===== config.mk =====
export PLATFORM = sky130hd
export DESIGN_NAME = freq_sweep_sequencer
export DESIGN_NICKNAME = d
export VERILOG_FILES = /design/src/rtl/freq_sweep_sequencer.sv
export SDC_FILE = /design/constraint.sdc
export NUM_CORES = 1
export LEC_CHECK = 0
export BUFFER_PORTS_ARGS = -buffer_cell sky130_fd_sc_hd__buf_2
export CORE_MARGIN = 2
export CORE_UTILIZATION = 45
export CTS_CLUSTER_DIAMETER = 80
export DETAILED_ROUTE_END_ITERATION = 16
export HOLD_SLACK_MARGIN = 0.12
export PLACE_DENSITY = 0.73
export SETUP_SLACK_MARGIN = 0.02
export SLEW_MARGIN = 20
export SYNTH_ARGS = -nofsm -noshare
export SYNTH_HDL_FRONTEND = slang
export SYNTH_SLANG_ARGS = --single-unit

===== constraint.sdc =====
create_clock -name clock -period 7 [get_ports clock]
set_clock_uncertainty 0.05 [all_clocks]
set_input_delay 1.05 -clock clock [delete_from_list [all_inputs] [get_ports clock]]
set_output_delay 1.05 -clock clock [all_outputs]
set_load 0.01 [all_outputs]

===== src/rtl/freq_sweep_sequencer.sv =====
// freq_sweep_sequencer
//
// Runs one frequency measurement for each channel selected in a mask, in
// ascending channel order. Each result goes into a per-channel buffer that
// the host reads back.
//
// Ports:
//   clock, nreset         system clock, asynchronous active-low reset
//   start, abort          one-cycle sweep start / stop requests
//   chan_mask             channels to measure (latched at start)
//   cycles, timeout       gate length and done timeout (latched at start;
//                         timeout 0 disables the timeout)
//   busy, sweep_done      sweep in progress / one-cycle normal completion
//   cycle_count           gate length driven to the counter core
//   input_select          channel index driven to the counter core
//   enable                one-cycle start pulse to the counter core
//   done, edge_count      completion level and result from the counter core
//   res_rd, res_addr      result read strobe and index
//   res_data, res_valid   registered read data, valid one cycle after res_rd
//   timeout_flags         bit i set if channel i timed out in its last sweep
//   state_dbg             current FSM state (IDLE=0, SELECT=1, ARM=2, WAIT=3)
//
// Core handshake: enable is a single-cycle request with no ready signal.
// Completion is the rising edge of the done level: done=1 this cycle and
// done=0 in the previous cycle. A done level still high from an earlier
// measurement is never taken as completion. edge_count is sampled on that
// same edge.

module freq_sweep_sequencer #(
  parameter int DATA_WIDTH = 32,
  parameter int NCHAN      = 8,
  parameter int CHAN_WIDTH = 3
) (
  input  logic                  clock,
  input  logic                  nreset,
  input  logic                  start,
  input  logic                  abort,
  input  logic [NCHAN-1:0]      chan_mask,
  input  logic [DATA_WIDTH-1:0] cycles,
  input  logic [DATA_WIDTH-1:0] timeout,
  output logic                  busy,
  output logic                  sweep_done,
  output logic [DATA_WIDTH-1:0] cycle_count,
  output logic [DATA_WIDTH-1:0] input_select,
  output logic                  enable,
  input  logic                  done,
  input  logic [DATA_WIDTH-1:0] edge_count,
  input  logic                  res_rd,
  input  logic [CHAN_WIDTH-1:0] res_addr,
  output logic [DATA_WIDTH-1:0] res_data,
  output logic                  res_valid,
  output logic [NCHAN-1:0]      timeout_flags,
  output logic [1:0]            state_dbg
);

  typedef enum logic [1:0] {
    S_IDLE   = 2'd0,
    S_SELECT = 2'd1,
    S_ARM    = 2'd2,
    S_WAIT   = 2'd3
  } state_t;

  state_t                  state, state_nxt;
  logic [NCHAN-1:0]        mask_q;
  logic [DATA_WIDTH-1:0]   timeout_q;
  logic [DATA_WIDTH-1:0]   wait_cnt;
  logic [CHAN_WIDTH-1:0]   ch;
  logic                    done_d1;
  logic [DATA_WIDTH-1:0]   result_mem [NCHAN];

  logic                    done_rise;
  logic                    timeout_hit;
  logic                    meas_end;
  logic                    abort_now;
  logic                    first_found;
  logic [CHAN_WIDTH-1:0]   first_ch;
  logic                    next_found;
  logic [CHAN_WIDTH-1:0]   next_ch;

  assign state_dbg   = state;
  assign done_rise   = done & ~done_d1;
  assign timeout_hit = (timeout_q != '0) && (wait_cnt == timeout_q - DATA_WIDTH'(1));
  assign abort_now   = abort && (state != S_IDLE);
  // Abort beats a done edge, which beats the timeout.
  assign meas_end    = (state == S_WAIT) && !abort_now && (done_rise || timeout_hit);

  // Lowest set bit of the incoming mask: the first channel of a new sweep.
  always_comb begin
    first_found = 1'b0;
    first_ch    = '0;
    for (int i = NCHAN - 1; i >= 0; i--) begin
      if (chan_mask[i]) begin
        first_found = 1'b1;
        first_ch    = CHAN_WIDTH'(i);
      end
    end
  end

  // Lowest latched-mask bit strictly above the current channel.
  always_comb begin
    next_found = 1'b0;
    next_ch    = '0;
    for (int i = NCHAN - 1; i >= 0; i--) begin
      if (mask_q[i] && (i > int'(ch))) begin
        next_found = 1'b1;
        next_ch    = CHAN_WIDTH'(i);
      end
    end
  end

  always_ff @(posedge clock or negedge nreset) begin
    if (!nreset) state <= S_IDLE;
    else         state <= state_nxt;
  end

  always_comb begin
    state_nxt = state;
    case (state)
      S_IDLE:   if (start && first_found) state_nxt = S_SELECT;
      S_SELECT: state_nxt = S_ARM;
      S_ARM:    state_nxt = S_WAIT;
      S_WAIT:   if (meas_end) state_nxt = next_found ? S_SELECT : S_IDLE;
      default:  state_nxt = S_IDLE;
    endcase
    if (abort_now) state_nxt = S_IDLE;
  end

  always_ff @(posedge clock or negedge nreset) begin
    if (!nreset) begin
      busy          <= 1'b0;
      sweep_done    <= 1'b0;
      enable        <= 1'b0;
      cycle_count   <= '0;
      input_select  <= '0;
      res_data      <= '0;
      res_valid     <= 1'b0;
      timeout_flags <= '0;
      done_d1       <= 1'b0;
      mask_q        <= '0;
      timeout_q     <= '0;
      wait_cnt      <= '0;
      ch            <= '0;
      for (int i = 0; i < NCHAN; i++) result_mem[i] <= '0;
    end else begin
      done_d1    <= done;
      sweep_done <= 1'b0;
      // enable is registered so it is high exactly during the ARM cycle.
      enable     <= (state == S_SELECT) && !abort;
      res_valid  <= res_rd;
      // Non-blocking read: a same-edge write to this index returns old data.
      if (res_rd) res_data <= result_mem[res_addr];

      case (state)
        S_IDLE: begin
          if (start) begin
            if (first_found) begin
              mask_q        <= chan_mask;
              cycle_count   <= cycles;
              timeout_q     <= timeout;
              ch            <= first_ch;
              input_select  <= DATA_WIDTH'(first_ch);
              busy          <= 1'b1;
              timeout_flags <= timeout_flags & ~chan_mask;
            end else begin
              sweep_done <= 1'b1;
            end
          end
        end
        S_ARM:  wait_cnt <= '0;
        S_WAIT: wait_cnt <= wait_cnt + DATA_WIDTH'(1);
        default: ;
      endcase

      if (meas_end) begin
        if (done_rise) begin
          result_mem[ch] <= edge_count;
        end else begin
          result_mem[ch]    <= '0;
          timeout_flags[ch] <= 1'b1;
        end
        if (next_found) begin
          ch           <= next_ch;
          input_select <= DATA_WIDTH'(next_ch);
        end else begin
          busy       <= 1'b0;
          sweep_done <= 1'b1;
        end
      end

      if (abort_now) busy <= 1'b0;
    end
  end

endmodule

==> results of run 1 <==
power breakdown:
part | switching [mW] | total (mW) | internal [mW]
combinational | 1.31 | 2.34 | 1.02
sequential | 0.539 | 3.76 | 3.23
clock | 1.07 | 2.63 | 1.56
kinds of logic after synthesis:
logic type | after synthesis | synth area share
AOI/OAI and AO/OA | 405 | 0.1612
xor gates and xnor gates | 45 | 0.02005
adders and majority gates | 7 | 0.004456
buffers and inverters | 141 | 0.03145
DFF | 441 | 0.5615
muxes | 110 | 0.09690
and+or+nand+nor | 512 | 0.1244
flip-flops by register name (all words and copies together) (netlist names), 2 cells and up:
signal,cells
mask_q,7
input_select,32
res_data,32
wait_cnt,32
ch,3
state_dbg,2
timeout_q,32
result_mem,256
timeout_flags,8
cycle_count,32
synth_stat cells, drive strengths merged, types with 3 or more instances:
cell type | count | share of area
or3 | 8 | 0.0025
clkbuf | 79 | 0.015
a21oi | 52 | 0.013
a22oi | 3 | 0.0011
or4 | 6 | 0.0025
nand4 | 15 | 0.0055
nor3 | 18 | 0.0046
nor2 | 62 | 0.012
nand3 | 39 | 0.014
dfrtp | 441 | 0.56
nand2 | 277 | 0.053
inv | 16 | 0.0031
and3 | 40 | 0.013
o2bb2ai | 257 | 0.12
mux4 | 64 | 0.073
o21a | 3 | 0.0011
o211ai | 7 | 0.0027
ha | 7 | 0.0045
a21boi | 3 | 0.0011
o31ai | 8 | 0.0031
buf | 45 | 0.013
o22ai | 4 | 0.0013
xor2 | 14 | 0.0062
nor2b | 4 | 0.0013
a22o | 7 | 0.0031
mux2i | 44 | 0.022
and2 | 6 | 0.0019
nor4 | 15 | 0.0059
o21ai | 43 | 0.011
a32oi | 3 | 0.0013
xnor2 | 31 | 0.014
nand2b | 11 | 0.0035
tightest hold or removal path, cell delays in order (launching register included):
cell and delay [ps]:
dfrtp_1 340, nand2_1 50, nand2_1 50
path summary, 6_finish.rpt:
path / from / endpoint / slack (ps) / depth (start not counted)
setup / recovery: timeout_q[2] / input_select[30] / 1690 / 10
hold / removal: cycle_count[1] / cycle_count[1] / 420 / 2
setup reg to reg: timeout_q[2] / input_select[30] / 1690 / 10
hold reg to reg: cycle_count[1] / cycle_count[1] / 420 / 2
max in group asynchronous: nreset / res_data[6] / 4930 / 2
min in group asynchronous: nreset / cycle_count[30] / 510 / 1
layout make-up:
class | count | area [um^2]
inverter | 17 | 63.81
sequential | 441 | 11040
clock inverter | 26 | 342.8
clock buffer | 62 | 1314
multi-input combinational | 1079 | 8034
timing repair buffer | 236 | 1254
tap | 585 | 732.0
fill | 3639 | 20300
through the flow:
| step | hold WS, ps | setup WS (ps) | power, mW | cells | utilization |
|---|---|---|---|---|---|
| after floorplan | 400.9 | 3218 | 5.319 | 1661 | - |
| after global placement | 403.8 | 1826 | 6.007 | 2358 | 0.4903 |
| after detailed placement | 409.6 | 1660 | 6.107 | 2358 | 0.4903 |
| after CTS | 424.8 | 1666 | 8.766 | 2446 | 0.5287 |
| after global routing | 442.6 | 1297 | 9.187 | 2446 | 0.5287 |
| final | 423.9 | 1691 | 8.731 | 2446 | 0.5287 |
per-layer routing:
layer	track usage	vias to the layer above	part of all wire
met4	0.08319	2	0.034
met5	0	-	0.00021
met3	0.05545	117	0.075
met1	0.3315	7245	0.44
met2	0.3575	604	0.45
li1	-	6436	-
==> results.tsv, run 1 <==
stage	metric	value	unit
grt	grt.total_usage	0.2352	
cts	cts_made_buffers	47	
grt	antenna_found_initial	1	
setup_path	arrival	5730	ps
run_status	status	finished clean	
grt	grt_max_degree	170	
timing	setup_viol	0	
timing	final.min_clock_period	5309	ps
synthesis	yosysSeqAreaShare	0.5615	
setup_path	cp_common_cell	nor4_1	
drt	drtPass1Iterations	7	
drt	drc	0	
place	dp_hpwl	31.25	mm
synthesis	synthCells	1661	
synthesis	ys_ff_latch	441	
cts	clk_pin_slew	60	ps
pwr	p_leak	10.40	nW
grt	grt_pass1_vias	14450	
synthesis	yosysUniqueCellTypes	61	
timing	fin_tns_setup	0	ps
cts	root_buffer	clkbuf_16	
final_layout	n_antenna_cell	0	
setup_path	crit_buf_inv	1	
setup_path	slowest_stage	nand3b_1	
timing	fin_crit_sh	0.7585	
place	place_congestion	0.8986	
final_layout	nNetsFinal	1942	
cts	h-tree-depth	2	
drt	wl_per_cell	21.46	um
setup_path	cp_max_fo	33	
timing	hold_viol_final	0	
synthesis	synth_area_per_cell	11.83	um^2
die	start_util	0.4562	
timing	rsz0062_at_grt	no	
synthesis	synth_area	19650	um^2
cts	cts_num_sinks	441	
setup_path	start_kind	register	
die	io_pins	223	
cts	clockBufferDepth	3	
drt	routed_wl	52.48	mm
place	port-buffer-count	222	
synthesis	synth_edf_count	0	
timing	fmax	0.1883	GHz
final_layout	final_cell_area	22780	um^2
setup_path	critical_path_class	register to register	
final_layout	final_cell_mix	dfrtp_1 (441), nand2_1 (274), o2bb2ai_1 (255)	
synthesis	synthArstFlopShare	1.000	
drt	vias	14400	
final_layout	layout_commonest_cell	dfrtp_1	
cts	cts_resized	0	
timing	tightest_slew	1020	ps
cts	cts_hold_buffers	0	
final_layout	area_growth	15.89	%
die	die_h	213.0	um
pwr	p_per_area	383.4	nW/um^2
flow_run	drv_cap	0	
die	rows	76	
cts	cts_tree	yes	
place	place_area	21120	um^2
timing	slew_headroom	0.3179	
grt	grt.overflow.total	0	
drt	viasPerCell	5.889	
setup_path	worstPathRequired	7420	ps
final_layout	drive_gt1_frac	0.2187	
setup_path	max_stage_delay	720	ps
timing	report.final.slew_viol_count	0	
setup_path	worstPathCellList	or4_1 -> nor4_1 -> nand4_1 -> a211o_1 -> nor4_1 -> or4b_4 -> o41ai_4 -> buf_4 -> nand3b_1 -> and3_1	
drt	ant_nets	0	
cts	clkLatencyLatePin	600	ps
synthesis	yosysWarnings	0	
cts	post-cts-setup-buffers	0	
pwr	vdd_ir_drop_max	0.2625	mV
die	fp.dieArea	45360	um^2
setup_path	critPathCaptureType	register	
setup_path	path_delay_family	simple AND/OR/NAND/NOR gates	
die	coreArea	43080	um^2
grt	grt_pass1_wl	82.63	mm
hold_path	min_path_type	register to register	
drt	drtIter0Drc	1212	
synthesis	dominantRegCellSynth	dfrtp_1	
die	die_w	213.0	um
synthesis	synth.net_count	1781	
Note: power is estimated with default switching activity, not from simulation.
==> run 2: changes to the inputs <==
ABC_AREA = 1   (was unset)
PLACE_DENSITY = 0.72   (was 0.73)
clock period = 5.56 ns   (was 7 ns; I/O delays follow)
==> results.tsv, run 2 <==
stage	metric	value	unit	change
run_status	status	finished clean		unchanged
synthesis	synth_edf_count	0		unchanged
timing	fmax	0.2438	GHz	was 0.1883 GHz
final_layout	top_register	result_mem		unchanged
synthesis	synth_area_per_cell	7.911	um^2	was 11.83 um^2
cts	post-cts-setup-buffers	0		unchanged
synthesis	muxShareOfSynthArea	0.03177		was 0.09690
setup_path	cp_max_fo	210		was 33
pwr	p_leak	13.18	nW	was 10.40 nW
synthesis	synthDominantCellAreaShare	0.4933		was 0.5615
final_layout	ff_latch_area	11040	um^2	unchanged
die	die_h	227.0	um	was 213.0 um
hold_path	min_path_type	input port to asynchronous set/reset pin		was register to register
setup_path	crit_buf_inv	3		was 1
place	dp_hpwl	40.15	mm	was 31.25 mm
final_layout	largest_reg_flops	256		unchanged
final_layout	drive_gt1_frac	0.1263		was 0.2187
die	rows	81		was 76
synthesis	yosysUniqueCellTypes	39		was 61
synthesis	synth_top_family_by_area	simple AND/OR/NAND/NOR gates		was compound AO/OA/AOI/OAI gates
setup_path	startpoint	timeout_q[0]		was timeout_q[2]
synthesis	dominantRegCellSynth	dfrtp_1		unchanged
cts	clk_pin_slew	60	ps	about the same
drt	wl_per_cell	18.46	um	was 21.46 um
drt	ant_nets	0		unchanged
synthesis	synthTopCellsByCount	nand2_1 (953), dfrtp_1 (441), nand4_1 (270)		was dfrtp_1 (441), nand2_1 (277), o2bb2ai_1 (255)
cts	cts_resized	0		unchanged
drt	viasPerCell	5.592		was 5.889
grt	grt_pass1_wl	107.3	mm	was 82.63 mm
setup_path	arrival	4510	ps	was 5730 ps
timing	setup_viol	0		unchanged
pwr	p_per_area	426.6	nW/um^2	was 383.4 nW/um^2
final_layout	final_cell_mix	nand2_1 (952), dfrtp_1 (441), nand4_1 (270)		was dfrtp_1 (441), nand2_1 (274), o2bb2ai_1 (255)
drt	vias	20400		was 14,400
timing	report.final.slew_viol_count	0		unchanged
final_layout	area_growth	14.28	%	was 15.89%
setup_path	worstPathCellList	inv_1 -> ha_1 -> nand3_1 -> nor2_2 -> nand2_1 -> nor2_2 -> nand2_1 -> nand3_1 -> nand2_1 -> nor2_1 -> nand2_1 -> nor2_1 -> nand2_1 -> nand2_8 -> buf_12 -> nand3_1 -> buf_4 -> nand2_1 -> nand2_1		was or4_1 -> nor4_1 -> nand4_1 -> a211o_1 -> nor4_1 -> or4b_4 -> o41ai_4 -> buf_4 -> nand3b_1 -> and3_1
die	fp.dieArea	51510	um^2	was 45,360 um^2
setup_path	cp_common_cell	nand2_1		was nor4_1
die	coreArea	49050	um^2	was 43,080 um^2
timing	final.min_clock_period	4102	ps	was 5309 ps
synthesis	yosysSeqAreaShare	0.4933		was 0.5615
die	start_util	0.4561		was 0.4562
place	place_area	23740	um^2	was 21,120 um^2
grt	grt_max_degree	211		was 170
cts	h-tree-depth	2		unchanged
grt	grt.total_usage	0.2617		was 0.2352
timing	fin_tns_setup	0	ps	unchanged
final_layout	nNetsFinal	3065		was 1,942
setup_path	max_stage_delay	580	ps	was 720 ps
synthesis	synthTopCellsByArea	dfrtp_1 (49%), nand2_1 (16%), nand4_1 (7.6%), inv_1 (3.8%), o21ai_0 (3.5%)		was dfrtp_1 (56%), o2bb2ai_1 (11%), mux4_2 (7.3%), nand2_1 (5.3%), mux2i_1 (2.2%)
cts	cts_tree	yes		unchanged
setup_path	critical_path_class	register to register		unchanged
drt	drtPass1Iterations	6		was 7
setup_path	worstReg2RegStart	timeout_q[0]		was timeout_q[2]
synthesis	synth-xor-area-share	0.009004		was 0.02005
setup_path	worstPathRequired	5970	ps	was 7420 ps
cts	root_buffer	clkbuf_16		unchanged
synthesis	synthArstFlopShare	1.000		unchanged
die	io_pins	223		unchanged
drt	drtIter0Drc	2332		was 1,212
final_layout	final_cell_area	25570	um^2	was 22,780 um^2
cts	cts_hold_buffers	0		unchanged
grt	grt.overflow.total	0		unchanged
drt	routed_wl	67.36	mm	was 52.48 mm
grt	antenna_found_initial	0		was 1
setup_path	critPathCaptureType	register		unchanged
setup_path	slowest_stage	buf_12		was nand3b_1
synthesis	yosysWarnings	0		unchanged
cts	cts_made_buffers	50		was 47
pwr	vdd_ir_drop_max	0.2751	mV	was 0.2625 mV
synthesis	synth-simple-area-share	0.2987		was 0.1244
timing	hold_viol_final	0		unchanged
flow_run	drv_cap	0		unchanged
cts	clockBufferDepth	3		unchanged
final_layout	nFillCells	4627		was 3,639
timing	fin_crit_sh	0.7378		was 0.7585
pwr	total_power	10.91	mW	was 8.731 mW
synthesis	synth.most_common_cell	nand2_1		was dfrtp_1
timing	slew_headroom	0.2170		was 0.3179
timing	rsz0062_at_grt	no		unchanged
synthesis	ys_ff_latch	441		unchanged
place	port-buffer-count	222		unchanged
synthesis	synth_compound_area_frac	0.08210		was 0.1612
final_layout	multi_input_area	9580	um^2	was 8034 um^2
place	place_congestion	0.9407		was 0.8986
timing	hold_ws	147.0	ps	was 423.9 ps
synthesis	synth_largest_area_cell	dfrtp_1		unchanged
synthesis	synthAdderAreaFrac	0.003915		was 0.004457
synthesis	synth_area	22370	um^2	was 19,650 um^2
die	die_w	227.0	um	was 213.0 um
setup_path	start_kind	register		unchanged
drt	drc	0		unchanged
synthesis	synth.net_count	2948		was 1,781
cts	cts_num_sinks	441		unchanged
grt	grt_pass1_vias	19680		was 14,450
final_layout	n_antenna_cell	0		unchanged
cts	clkLatencyLatePin	620	ps	was 600 ps
timing	tightest_slew	1175	ps	was 1020 ps
synthesis	synthCells	2828		was 1,661
setup_path	path_delay_family	simple AND/OR/NAND/NOR gates		unchanged
final_layout	layout_commonest_cell	nand2_1		was dfrtp_1
run 2: changes by cell type after synthesis, sizes merged, moves of 43 or more:
cell,before,now
o2bb2ai,257,0
inv,16,228
clkbuf,79,122
nand2,277,957
o211ai,7,67
mux4,64,0
nand4,15,270
o21ai,43,161
nor2,62,198
run 2: power breakdown:
group | switching (mW) | internal, mW
clock | 1.39 | 2.23
sequential | 0.493 | 3.88
combinational | 2.00 | 0.905
total | 3.89 | 7.02
run 2: area by class of cell:
type / count / share of cell area
Multi-Input combinational cell: 1962 / 0.3747
Clock inverter: 21 / 0.01488
Sequential cell: 441 / 0.4317
Inverter: 234 / 0.03436
Timing Repair Buffer: 256 / 0.05555
Tap cell: 664 / 0.03250
Clock buffer: 71 / 0.05633
run 2: metrics by stage:
stage,std cells,setup WS (ps),utilization
6_report,3649,1458,0.5212
4_1_cts,3649,1528,0.5211
2_1_floorplan,2828,3075,-
3_3_place_gp,3557,1626,0.4840
3_5_place_dp,3557,1540,0.4840
5_1_grt,3649,1136,0.5212
run 2: logic make-up (layout without fill, tap and decap cells):
family / count (synthesis) / count (layout)
adder cells (fa/ha/maj): 7 / 7
multiplexers: 71 / 71
AND/OR/NAND/NOR: 1534 / 1534
flip-flops: 441 / 441
buffers and inverters: 425 / 582
AO/OA/AOI/OAI: 327 / 327
XOR/XNOR: 23 / 23
run 2: metal layers:
layer	share of wire	wire [um]	up-vias	GRT usage
met5	0	0	-	0
met4	0.027	1851	0	0.08138
met3	0.093	6294	151	0.06079
met2	0.45	30450	922	0.4077
met1	0.43	28770	9790	0.3638
li1	-	-	9541	-
run 2: final timing paths:
check,endpoint,slack [ps],cells past startpoint
max,result_mem[227],1460,19
min,cycle_count[5],150,1
max reg2reg,result_mem[227],1460,19
min reg2reg,result_mem[116],420,2
max in group asynchronous,result_mem[52],3930,2
min in group clock,done_d1,300,1
==> run 3: changes to the inputs <==
PLACE_DENSITY = 0.75   (was 0.72)
clock period = 3.55 ns   (was 5.56 ns; I/O delays follow)
==> results.tsv, run 3 (synthesis results as in run 2) <==
stage	metric	value	unit	change
place	place_area	24070	um^2	was 23,740 um^2
final_layout	layout_commonest_cell	nand2_1		unchanged
timing	fmax	0.3039	GHz	was 0.2438 GHz
setup_path	cp_max_fo	49		was 210
drt	drtIter0Drc	1809		was 2,332
final_layout	ff_latch_area	11040	um^2	unchanged
die	io_pins	223		unchanged
timing	hold_ws	125.1	ps	was 147.0 ps
cts	root_buffer	clkbuf_16		unchanged
setup_path	worstPathRequired	4030	ps	was 5970 ps
timing	tightest_slew	1009	ps	was 1175 ps
drt	drtPass1Iterations	6		unchanged
timing	rsz0062_at_grt	no		unchanged
place	dp_cells	3579		was 3,557
place	dp_hpwl	39.70	mm	was 40.15 mm
pwr	vdd_ir_drop_max	0.3510	mV	was 0.2751 mV
die	die_w	227.0	um	unchanged
final_layout	drive_gt1_frac	0.1286		was 0.1263
timing	report.final.slew_viol_count	0		unchanged
final_layout	final_cell_mix	nand2_1 (953), dfrtp_1 (441), nand4_1 (270)		was nand2_1 (952), dfrtp_1 (441), nand4_1 (270)
grt	antenna_found_initial	0		unchanged
die	start_util	0.4561		unchanged
final_layout	largest_reg_flops	256		unchanged
final_layout	final_cell_area	26250	um^2	was 25,570 um^2
die	rows	81		unchanged
final_layout	nNetsFinal	3147		was 3,065
setup_path	start_kind	register		unchanged
drt	vias	20570		was 20,400
cts	h-tree-depth	2		unchanged
run_status	status	finished clean		unchanged
final_layout	area_growth	17.34	%	was 14.28%
place	pre_cts_slack	334.3	ps	was 1540 ps
pwr	p_leak	13.50	nW	was 13.18 nW
grt	grt.overflow.total	0		unchanged
cts	cts_num_sinks	441		unchanged
setup_path	critical_path_class	register to register		unchanged
timing	final.min_clock_period	3290	ps	was 4102 ps
timing	hold_viol_final	0		unchanged
grt	grt.total_usage	0.2627		was 0.2617
drt	viasPerCell	5.517		was 5.592
pwr	p_per_area	628.9	nW/um^2	was 426.6 nW/um^2
hold_path	min_path_type	input port to register		was input port to asynchronous set/reset pin
final_layout	top_register	result_mem		unchanged
die	die_h	227.0	um	unchanged
cts	cts_tree	yes		unchanged
timing	fin_tns_setup	0	ps	unchanged
timing	setup_viol	0		unchanged
timing	slew_headroom	0.3275		was 0.2170
die	fp.dieArea	51510	um^2	unchanged
cts	clkLatencyLatePin	600	ps	was 620 ps
setup_path	arrival	3770	ps	was 4510 ps
final_layout	n_antenna_cell	0		unchanged
final_layout	nFillCells	4600		was 4,627
timing	fin_ws	259.7	ps	was 1458 ps
grt	grt_pass1_vias	20170		was 19,680
place	place_congestion	0.9082		was 0.9407
drt	wl_per_cell	18.02	um	was 18.46 um
cts	clk_pin_slew	60	ps	about the same
setup_path	critPathCaptureType	register		unchanged
place	port-buffer-count	222		unchanged
cts	clockBufferDepth	3		unchanged
grt	grt_pass1_wl	107.3	mm	about the same
flow_run	drv_cap	0		unchanged
drt	ant_nets	0		unchanged
cts	cts_made_buffers	48		was 50
drt	routed_wl	67.19	mm	was 67.36 mm
final_layout	multi_input_area	9598	um^2	was 9580 um^2
die	coreArea	49050	um^2	unchanged
final_layout	stdcell_count	3728		was 3,649
grt	grt_max_degree	105		was 211
timing	fin_crit_sh	0.9269		was 0.7378
drt	drc	0		unchanged
[run 3: layer usage]
metal / GRT usage / vias to the layer above / part of all wire
met5: 0 / - / 0
met4: 0.1284 / 0 / 0.043
met3: 0.04401 / 205 / 0.074
met2: 0.4263 / 853 / 0.47
met1: 0.3433 / 9785 / 0.41
li1: - / 9725 / -
[run 3: path summary, 6_finish.rpt]
check / start / end / slack [ps] / depth (start not counted)
hold reg to reg: result_mem[231] / result_mem[231] / 410 / 2
hold / removal: timeout[23] / timeout_q[23] / 130 / 3
setup reg to reg: timeout_q[0] / result_mem[128] / 260 / 19
setup / recovery: timeout_q[0] / result_mem[128] / 260 / 19
max in group asynchronous: nreset / result_mem[224] / 2030 / 3
min in group asynchronous: nreset / cycle_count[22] / 430 / 2
[run 3: final cells by class]
cell class / count / share of cell area
inverter: 234 / 0.03346
clock inverter: 13 / 0.003813
sequential: 441 / 0.4204
multi-input combinational: 1962 / 0.3656
tap: 664 / 0.03165
timing repair buffer: 340 / 0.08942
clock buffer: 74 / 0.05562
[run 3: repair_timing]
item | 4_1_cts | 5_1_grt
hold buffers | 62 | 0
setup buffers | 0 | 0
hold endpoints to repair | 115 | 0
setup endpoints to repair | 0 | 15
gates resized for setup | 0 | 1
[run 3: critical path: stages, from the launching register on]
cell and delay (ps):
dfrtp_1 390, inv_1 130, ha_1 200, nand3_1 200, nor2_2 230, nand2_1 120, nor2_2 170, nand2_1 90
nand2_1 70, nand2_1 50, nand2_1 60, nor2_1 40, nand2_1 50, nor2_1 40, nand2_1 200, nand2_8 260
nand3_2 130, buf_4 480, nand2_1 130, nand2_1 90
[run 3: report_power, final]
| group | internal [mW] | switching (mW) |
|---|---|---|
| logic | 1.54 | 3.15 |
| clock network | 2.89 | 2.09 |
| registers | 6.08 | 0.754 |
| total | 10.5 | 6.00 |
[run 3: per-stage QoR]
stage	utilization	power [mW]
2_1_floorplan	-	9.838
3_3_place_gp	0.4906	11.32
3_5_place_dp	0.4906	11.43
4_1_cts	0.5351	16.50
5_1_grt	0.5351	17.49
6_report	0.5351	16.51
